[config.mk]
export PLATFORM = sky130hd
export DESIGN_NAME = hazard_control_unit
export DESIGN_NICKNAME = d
export VERILOG_FILES = /design/src/rtl/hazard_control_unit.sv
export SDC_FILE = /design/constraint.sdc
export NUM_CORES = 1
export LEC_CHECK = 0
export ABC_CLOCK_PERIOD_IN_PS = 5510
export CAP_MARGIN = 20
export CORE_UTILIZATION = 33
export DETAILED_ROUTE_END_ITERATION = 8
export SKIP_CTS_REPAIR_TIMING = 1
export SKIP_LAST_GASP = 1
export SYNTH_ARGS = -nofsm -noshare
export SYNTH_HDL_FRONTEND = slang
export SYNTH_SLANG_ARGS = --single-unit
[constraint.sdc]
create_clock -name clk -period 5.51 [get_ports clk]
set_input_delay 0.8265 -clock clk [delete_from_list [all_inputs] [get_ports clk]]
set_output_delay 0.8265 -clock clk [all_outputs]
set_load 0.02 [all_outputs]
[src/rtl/hazard_control_unit.sv]
// Pipeline hazard control: load-use bubbles, multi-cycle mul/div holds,
// and branch flushes for a 5-stage in-order core. Control outputs are
// combinational in state and inputs; only the FSM state, the mul/div
// cycle counter, the timeout flag and the stall counter are registered.
module hazard_control_unit #(
  parameter int MD_MAX_CYCLES = 40,
  parameter int CNT_W         = 32
) (
  input  logic             clk,
  input  logic             rst_n,
  input  logic [4:0]       id_rs1,
  input  logic [4:0]       id_rs2,
  input  logic             id_uses_rs1,
  input  logic             id_uses_rs2,
  input  logic [4:0]       id_ex_rd,
  input  logic             id_ex_mem_read,
  input  logic             id_ex_muldiv,
  input  logic             md_done,
  input  logic             ex_branch_taken,
  output logic             md_start,
  output logic             pc_stall,
  output logic             if_id_stall,
  output logic             if_id_flush,
  output logic             id_ex_flush,
  output logic             ex_stall,
  output logic             md_timeout,
  output logic [CNT_W-1:0] stall_count
);

  typedef enum logic [1:0] {
    RUN     = 2'd0,
    LDSTALL = 2'd1,
    MDWAIT  = 2'd2
  } state_t;

  // Wide enough to hold MD_MAX_CYCLES itself.
  localparam int MDC_W = $clog2(MD_MAX_CYCLES + 1);

  state_t           state;
  state_t           state_nxt;
  logic [MDC_W-1:0] md_cnt;

  logic load_use;
  logic md_expired;
  logic set_timeout;

  // Un-gated control terms; reset gating is applied at the ports.
  logic c_md_start;
  logic c_pc_stall;
  logic c_if_id_stall;
  logic c_if_id_flush;
  logic c_id_ex_flush;
  logic c_ex_stall;

  // A load into x0 never produces a usable value, so it cannot cause a hazard.
  assign load_use = id_ex_mem_read && (id_ex_rd != 5'd0) &&
                    ((id_uses_rs1 && (id_rs1 == id_ex_rd)) ||
                     (id_uses_rs2 && (id_rs2 == id_ex_rd)));

  assign md_expired = (md_cnt == MDC_W'(MD_MAX_CYCLES));

  // Next-state and control decode; branch beats mul/div beats load-use.
  always_comb begin
    // NOTE: every output of this block gets a default first so no path can
    // leave a signal unassigned and infer a latch.
    state_nxt     = state;
    set_timeout   = 1'b0;
    c_md_start    = 1'b0;
    c_pc_stall    = 1'b0;
    c_if_id_stall = 1'b0;
    c_if_id_flush = 1'b0;
    c_id_ex_flush = 1'b0;
    c_ex_stall    = 1'b0;
    unique case (state)
      RUN: begin
        if (ex_branch_taken) begin
          c_if_id_flush = 1'b1;
          c_id_ex_flush = 1'b1;
        end else if (id_ex_muldiv) begin
          c_md_start    = 1'b1;
          c_pc_stall    = 1'b1;
          c_if_id_stall = 1'b1;
          c_ex_stall    = 1'b1;
          state_nxt     = MDWAIT;
        end else if (load_use) begin
          c_pc_stall    = 1'b1;
          c_if_id_stall = 1'b1;
          c_id_ex_flush = 1'b1;
          state_nxt     = LDSTALL;
        end
      end
      // The bubble is already in EX; let the dependent instruction go.
      LDSTALL: state_nxt = RUN;
      MDWAIT: begin
        if (md_done) begin
          state_nxt = RUN;
        end else if (md_expired) begin
          set_timeout = 1'b1;
          state_nxt   = RUN;
        end else begin
          c_pc_stall    = 1'b1;
          c_if_id_stall = 1'b1;
          c_ex_stall    = 1'b1;
        end
      end
      default: state_nxt = RUN;
    endcase
  end

  // Reset forces every control output low immediately, even mid-hold.
  assign md_start    = rst_n && c_md_start;
  assign pc_stall    = rst_n && c_pc_stall;
  assign if_id_stall = rst_n && c_if_id_stall;
  assign if_id_flush = rst_n && c_if_id_flush;
  assign id_ex_flush = rst_n && c_id_ex_flush;
  assign ex_stall    = rst_n && c_ex_stall;

  // FSM state and mul/div hold-cycle counter (the start cycle counts as 1).
  always_ff @(posedge clk or negedge rst_n) begin
    if (!rst_n) begin
      state  <= RUN;
      md_cnt <= '0;
    end else begin
      // NOTE: non-blocking assignments in clocked blocks so every register
      // samples pre-edge values regardless of statement order.
      state <= state_nxt;
      if (c_md_start)
        md_cnt <= MDC_W'(1);
      else if ((state == MDWAIT) && (state_nxt == MDWAIT))
        md_cnt <= md_cnt + MDC_W'(1);
      else
        md_cnt <= '0;
    end
  end

  // Sticky timeout flag; only reset clears it.
  always_ff @(posedge clk or negedge rst_n) begin
    if (!rst_n)
      md_timeout <= 1'b0;
    else if (set_timeout)
      md_timeout <= 1'b1;
  end

  // Saturating count of front-end stall cycles.
  always_ff @(posedge clk or negedge rst_n) begin
    if (!rst_n)
      stall_count <= '0;
    else if (pc_stall && (stall_count != {CNT_W{1'b1}}))
      stall_count <= stall_count + CNT_W'(1);
  end

endmodule

==> run metrics <==
status=finished clean; post-synthesis sequential area ratio=47.2%; FF-to-FF path depth=10; n_diodes=0; Post-Syn Area=2170 um2; FMAX=247 MHz; startpoint types=input port; reg2reg end=stall_count[1]$_DFFE_PN0P_; post-synthesis compound-gate area fraction=2.82%; Detailed Routing Iterations Pass 1=4; Worst Path Max Fanout=25; Reg-to-Reg Start=md_cnt[0]$_DFF_PN0_; Slew headroom=54.0%; endpoints failing setup=0; CTS tree=built; CP endpoint kind=output pin; total CTS buffers=5; CTS Root Cell=clkbuf_8; cell taking the most area after synthesis=dfrtp_1; top-level port count=62; ranking of synthesized cells by area=dfrtp_1, xor2_1, xnor2_1; drt via density=5.02; XOR/XNOR Fraction of Synth Area=17.3%; Sink Count=41; core area=6350 um2; clk_skew=9.09 ps; syn avg cell area=10.1 um2; Clock Tree Buf Depth=2; Main synth FF type=dfrtp_1; nets=306; Mapped Cells=214; H-tree Lvls=2; #FFs+latches synth=41; Die H=83.1 um; commonest non-fill, non-tap cell in the layout=clkdlybuf4s50_1; flop2flop setup slack=2910 ps; Wirelength per Cell=13.5 um; # Max-Cap Violations=0; DRC errors left=0; hpwl dp=3530 um; Clock Latency Late Sink=300 ps; Die ar.=6910 um2; Die Wd=83.1 um; GPL Wtd Cong=0.752; Final ANT Viol Nets=0; Post-synth EDFFs=0; total number of vias=1791; Async SR Flop Fraction=100%; antenna violations before repair=0; worst setup margin=1460 ps; fraction of layout cells with a size suffix above 1=7.86%; Initial Util=34.2%; Detailed Route Iter0 Violations=81; clk slew on worst S/H paths=80 ps; Synth warnings=0; synth unique cells=37; number of global-route vias before repair=1766; area grow syn2layout=36.1%; Synth Area in Adders=1.73%; final WL=4830 um; Peak VDD IR=268 uV; Final min period=4050 ps; Worst EP arrival=3220 ps; Slew Viols, Final=0; Yosys top cell area share=47.2%; pin count of the biggest net entering global routing=41; Worst EP required=4680 ps; Crit Path Category=in2out; Worst Tran Pin Value=683 ps; leakage=1.28 nW; most frequent cells in the layout=clkdlybuf4s50_1, dfrtp_1, xor2_1, nand2_1, xnor2_1; Mapped Nets=240; total track usage=15.1%; RSZ-0062 raised after global routing=no; Power Density=257 nW/um2; mux contribution to synthesized area=1.56%; post-synthesis simple-gate area fraction=27.1%; Tcrit/Tclk final=73.5%; Final Hold Fails=0; total global routing overflow=0; largest family of logic cells by synthesized area=simple AND/OR/NAND/NOR gates; global-route wire length before repair=8450 um; DP Worst Slack=1450 ps; Port-buffer cells=61; row cnt=29; Worst Hold Class=in2async; Setup TNS=0 ps
[critical path, cell delays in order]
cell	delay, ps
clkdlybuf4s50_1	470
or4_1	550
o21a_1	200
a31oi_2	160
buf_4	300
inv_2	130
clkdlybuf4s50_1	570
[synthesized netlist by cell type, types with 2 or more instances]
| library cell | instances |
|---|---|
| mux2_2 | 3 |
| and3_1 | 5 |
| nor2_1 | 16 |
| and4_1 | 3 |
| nor4_1 | 6 |
| nor3b_1 | 2 |
| xnor2_1 | 18 |
| nand3_1 | 13 |
| nand2_1 | 19 |
| nand4_1 | 12 |
| or4_4 | 2 |
| dfrtp_1 | 41 |
| ha_1 | 3 |
| nor3_1 | 16 |
| inv_1 | 6 |
| xor2_1 | 25 |
| buf_2 | 3 |
| and2_1 | 2 |
[metrics by stage]
step	cell area (um2)	hold WS (ps)	total power, mW	util, %	instances
6_report	2960	333	0.760	46.6	357
5_1_grt	2960	318	0.801	46.6	357
4_1_cts	2960	322	0.770	46.6	357
3_5_place_dp	2870	444	0.562	45.1	350
3_3_place_gp	2870	440	0.561	45.1	350
2_1_floorplan	2170	491	0.463	-	214
[cells by family after synthesis]
family          Yosys count
compound gates            8
xor+xnor                 43
fa+ha+maj                 3
buf+inv                  11
flops                    41
mux                       3
simple gates            105
[sequential cells by signal (all words and copies together) (netlist names)]
register     flops
state            2
md_timeout       1
md_cnt           6
stall_count     32
[routing by layer]
layer | track usage [%] | up-vias | wire length, um
li1 | - | 887 | -
met1 | 20.3 | 863 | 2330
met2 | 24.1 | 33 | 2240
met3 | 4.08 | 8 | 206
met4 | 4.39 | 0 | 57
met5 | 0 | - | 0
[power breakdown]
| group | switching, mW | leakage [nW] | internal [mW] |
|---|---|---|---|
| clock | 0.105 | 0.0433 | 0.0991 |
| sequential | 0.0393 | 0.545 | 0.329 |
| combinational | 0.0943 | 0.690 | 0.0937 |
[layout make-up]
| type | instances | area [um2] |
|---|---|---|
| Tap cell | 77 | 96.3 |
| Inverter | 7 | 26.3 |
| Timing Repair Buffer | 63 | 621 |
| Multi-Input combinational cell | 162 | 1100 |
| Clock inverter | 1 | 7.51 |
| Clock buffer | 6 | 82.6 |
| Sequential cell | 41 | 1030 |
| Fill cell | 608 | 3390 |
[worst max-delay path by stage]
stage	start	end	slack [ps]
floorplan	md_done	pc_stall	2490
global placement	id_ex_rd[1]	if_id_stall	1480
detailed placement	id_ex_rd[1]	if_id_stall	1450
CTS	id_ex_rd[1]	if_id_stall	1440
global route	id_ex_rd[1]	if_id_stall	1330
finish	id_ex_rd[1]	if_id_stall	1460
(Power assumes the default switching activity.)
==> RTL edit, RTL diff (same settings) <==
The parameter `CNT_W` goes from 32 to 28.
--- a/src/rtl/hazard_control_unit.sv
+++ b/src/rtl/hazard_control_unit.sv
@@ -5,5 +5,5 @@
 module hazard_control_unit #(
   parameter int MD_MAX_CYCLES = 40,
-  parameter int CNT_W         = 32
+  parameter int CNT_W         = 28
 ) (
   input  logic             clk,
Interface: changed (resized stall_count); port bits go from 62 to 58. No check against the original RTL was run, so the function may have changed too.
==> RTL edit against the original RTL <==
  * Clock power is 2% higher
  * Fmax is 9.0% higher
  * Critical endpoint unchanged
  * Clock skew is 0.0017 ns lower
  * Total power is 11% lower
  * Worst setup slack better by 0.33 ns
  * Cell area is 11% lower
  * Largest power group unchanged
  * Wire length is 15% lower
  * Synthesized area is 11% lower
  * Sequential share of layout area is 0.35 points higher
  * Sequential cell count is 4 lower
  * Cell count is 11% lower
==> RTL edit: results (changes against the original RTL) <==
outcome=finished, final reports clean; DPL Wire Length=2.860 mm (-19%); worst r2r src=md_cnt[0]; Hold WS=0.4610 ns (+0.1279 ns); worst-case reg-to-reg path depth=8 (-2); synth unique cells=34 (-8.1%); vias in the first global route=1488 (-16%); maximum number of pins on one net before global-route repair=42 (+2.4%); nets=271 (-11%); first-pass GRT wire length=6.837 mm (-19%); routed len/inst=12.94 um (-4.4%); top cells by area, synth=dfrtp_1 (48%), xnor2_1 (16%), nand4_1 (5.5%); Worst-Margin Slew=0.4970 ns (-0.1864 ns); Hold/Removal Path Class=flip-flop to flip-flop; Starting DRT DRC Count=32 (-60%); post-synth net total=212 (-12%); share of post-route cells with drive strength above 1=0.06098 (-0.01760); worst-path maximum fanout=4 (-84%); pre-CTS setup slack=1.790 ns (+0.3412 ns); VDD IR-drop max=0.2223 mV (-17%); gpl congestion=0.7279 (-3.2%); Leakage=1.096 nW (-14%); Reg2Reg Setup Slack=3.38 ns (+0.47 ns); fillers=526 (-13%); vias per inst=4.783 (-4.7%); synth cell count leaders=dfrtp_1 (37), xnor2_1 (36), nand4_1 (17), nand2_1 (14), nand3_1 (12); Port Buffers=57 (-6.6%); clk_skew=0.007375 ns (-0.001718 ns); Seq/Total Area, Yosys=0.4796 (+0.007235); GR Util All Layers=0.1441 (-0.007398); Largest regs=stall_count: 28 flops, md_cnt: 6 flops, state: 2 flops; Hold Startpoint=md_timeout; Remaining Overflow, GRT=0 (unchanged)
==> RTL edit: cell types whose count changed after synthesis, sizes merged, moves of 4 or more <==
cell / unedited run / this run
nor3: 17 / 5
nor2: 16 / 11
xor2: 25 / 4
xnor2: 18 / 36
nand4: 13 / 17
and3: 5 / 11
nor4: 7 / 0
dfrtp: 41 / 37
nand2: 19 / 14
==> RTL edit: metal layers <==
metal  vias to the layer above  wire length [um]  global-route usage
met1                       712              1996              0.1841
met5                         -                 0                   0
met2                        42              1795              0.2211
met3                         4               294             0.05581
li1                        763                 -                   -
met4                         0                28             0.05000
==> RTL edit: logic make-up after synthesis <==
kind of cell               after synthesis  share of synthesized area
AOI/OAI and AO/OA                        8                    0.02851
and+or+nand+nor                         85                     0.2424
buffers and inverters                   11                    0.03758
xor gates and xnor gates                40                     0.1815
muxes                                    2                    0.01102
adders and majority gates                3                    0.01944
DFF                                     37                     0.4796
==> RTL edit: worst max-delay path by stage <==
stage	from	end	slack [ns]	depth (start not counted)
after CTS	id_ex_rd[1]	if_id_stall	1.78	6
final	id_ex_rd[1]	if_id_stall	1.80	6
after detailed placement	id_ex_rd[1]	if_id_stall	1.79	6
after global routing	id_ex_rd[1]	id_ex_flush	1.70	7
after global placement	id_ex_rd[1]	if_id_stall	1.81	6
after floorplan	id_ex_rd[1]	pc_stall	2.68	5
==> RTL edit: area by class of cell <==
class | count | area (um2) | area share
multi-input cells | 138 | 932.1 | 0.3529
flip-flops and latches | 37 | 925.9 | 0.3505
repair buffers | 58 | 573.1 | 0.2170
clock buffers | 7 | 96.34 | 0.03648
well taps | 72 | 90.09 | 0.03411
inverters | 5 | 18.77 | 0.007106
clock inverters | 1 | 5.005 | 0.001895
==> RTL edit: stage by stage <==
| step | cell area [um2] | instances |
|---|---|---|
| floorplan | 1931 | 186 |
| global placement | 2540 | 310 |
| detailed placement | 2540 | 310 |
| CTS | 2641 | 318 |
| global route | 2641 | 318 |
| finish | 2641 | 318 |
==> RTL edit: worst max-delay path: stages <==
cell	delay, ns
clkdlybuf4s50_1	0.47
or4_1	0.55
o21ai_1	0.18
nor3_1	0.07
a21o_1	0.24
clkdlybuf4s50_1	0.55
==> RTL edit: where the power goes <==
group          internal [mW]  total (mW)  switching (mW)
Clock                  0.113       0.208          0.0953
Sequential             0.292       0.319          0.0271
Combinational         0.0768       0.150          0.0735
Total                  0.481       0.677           0.196
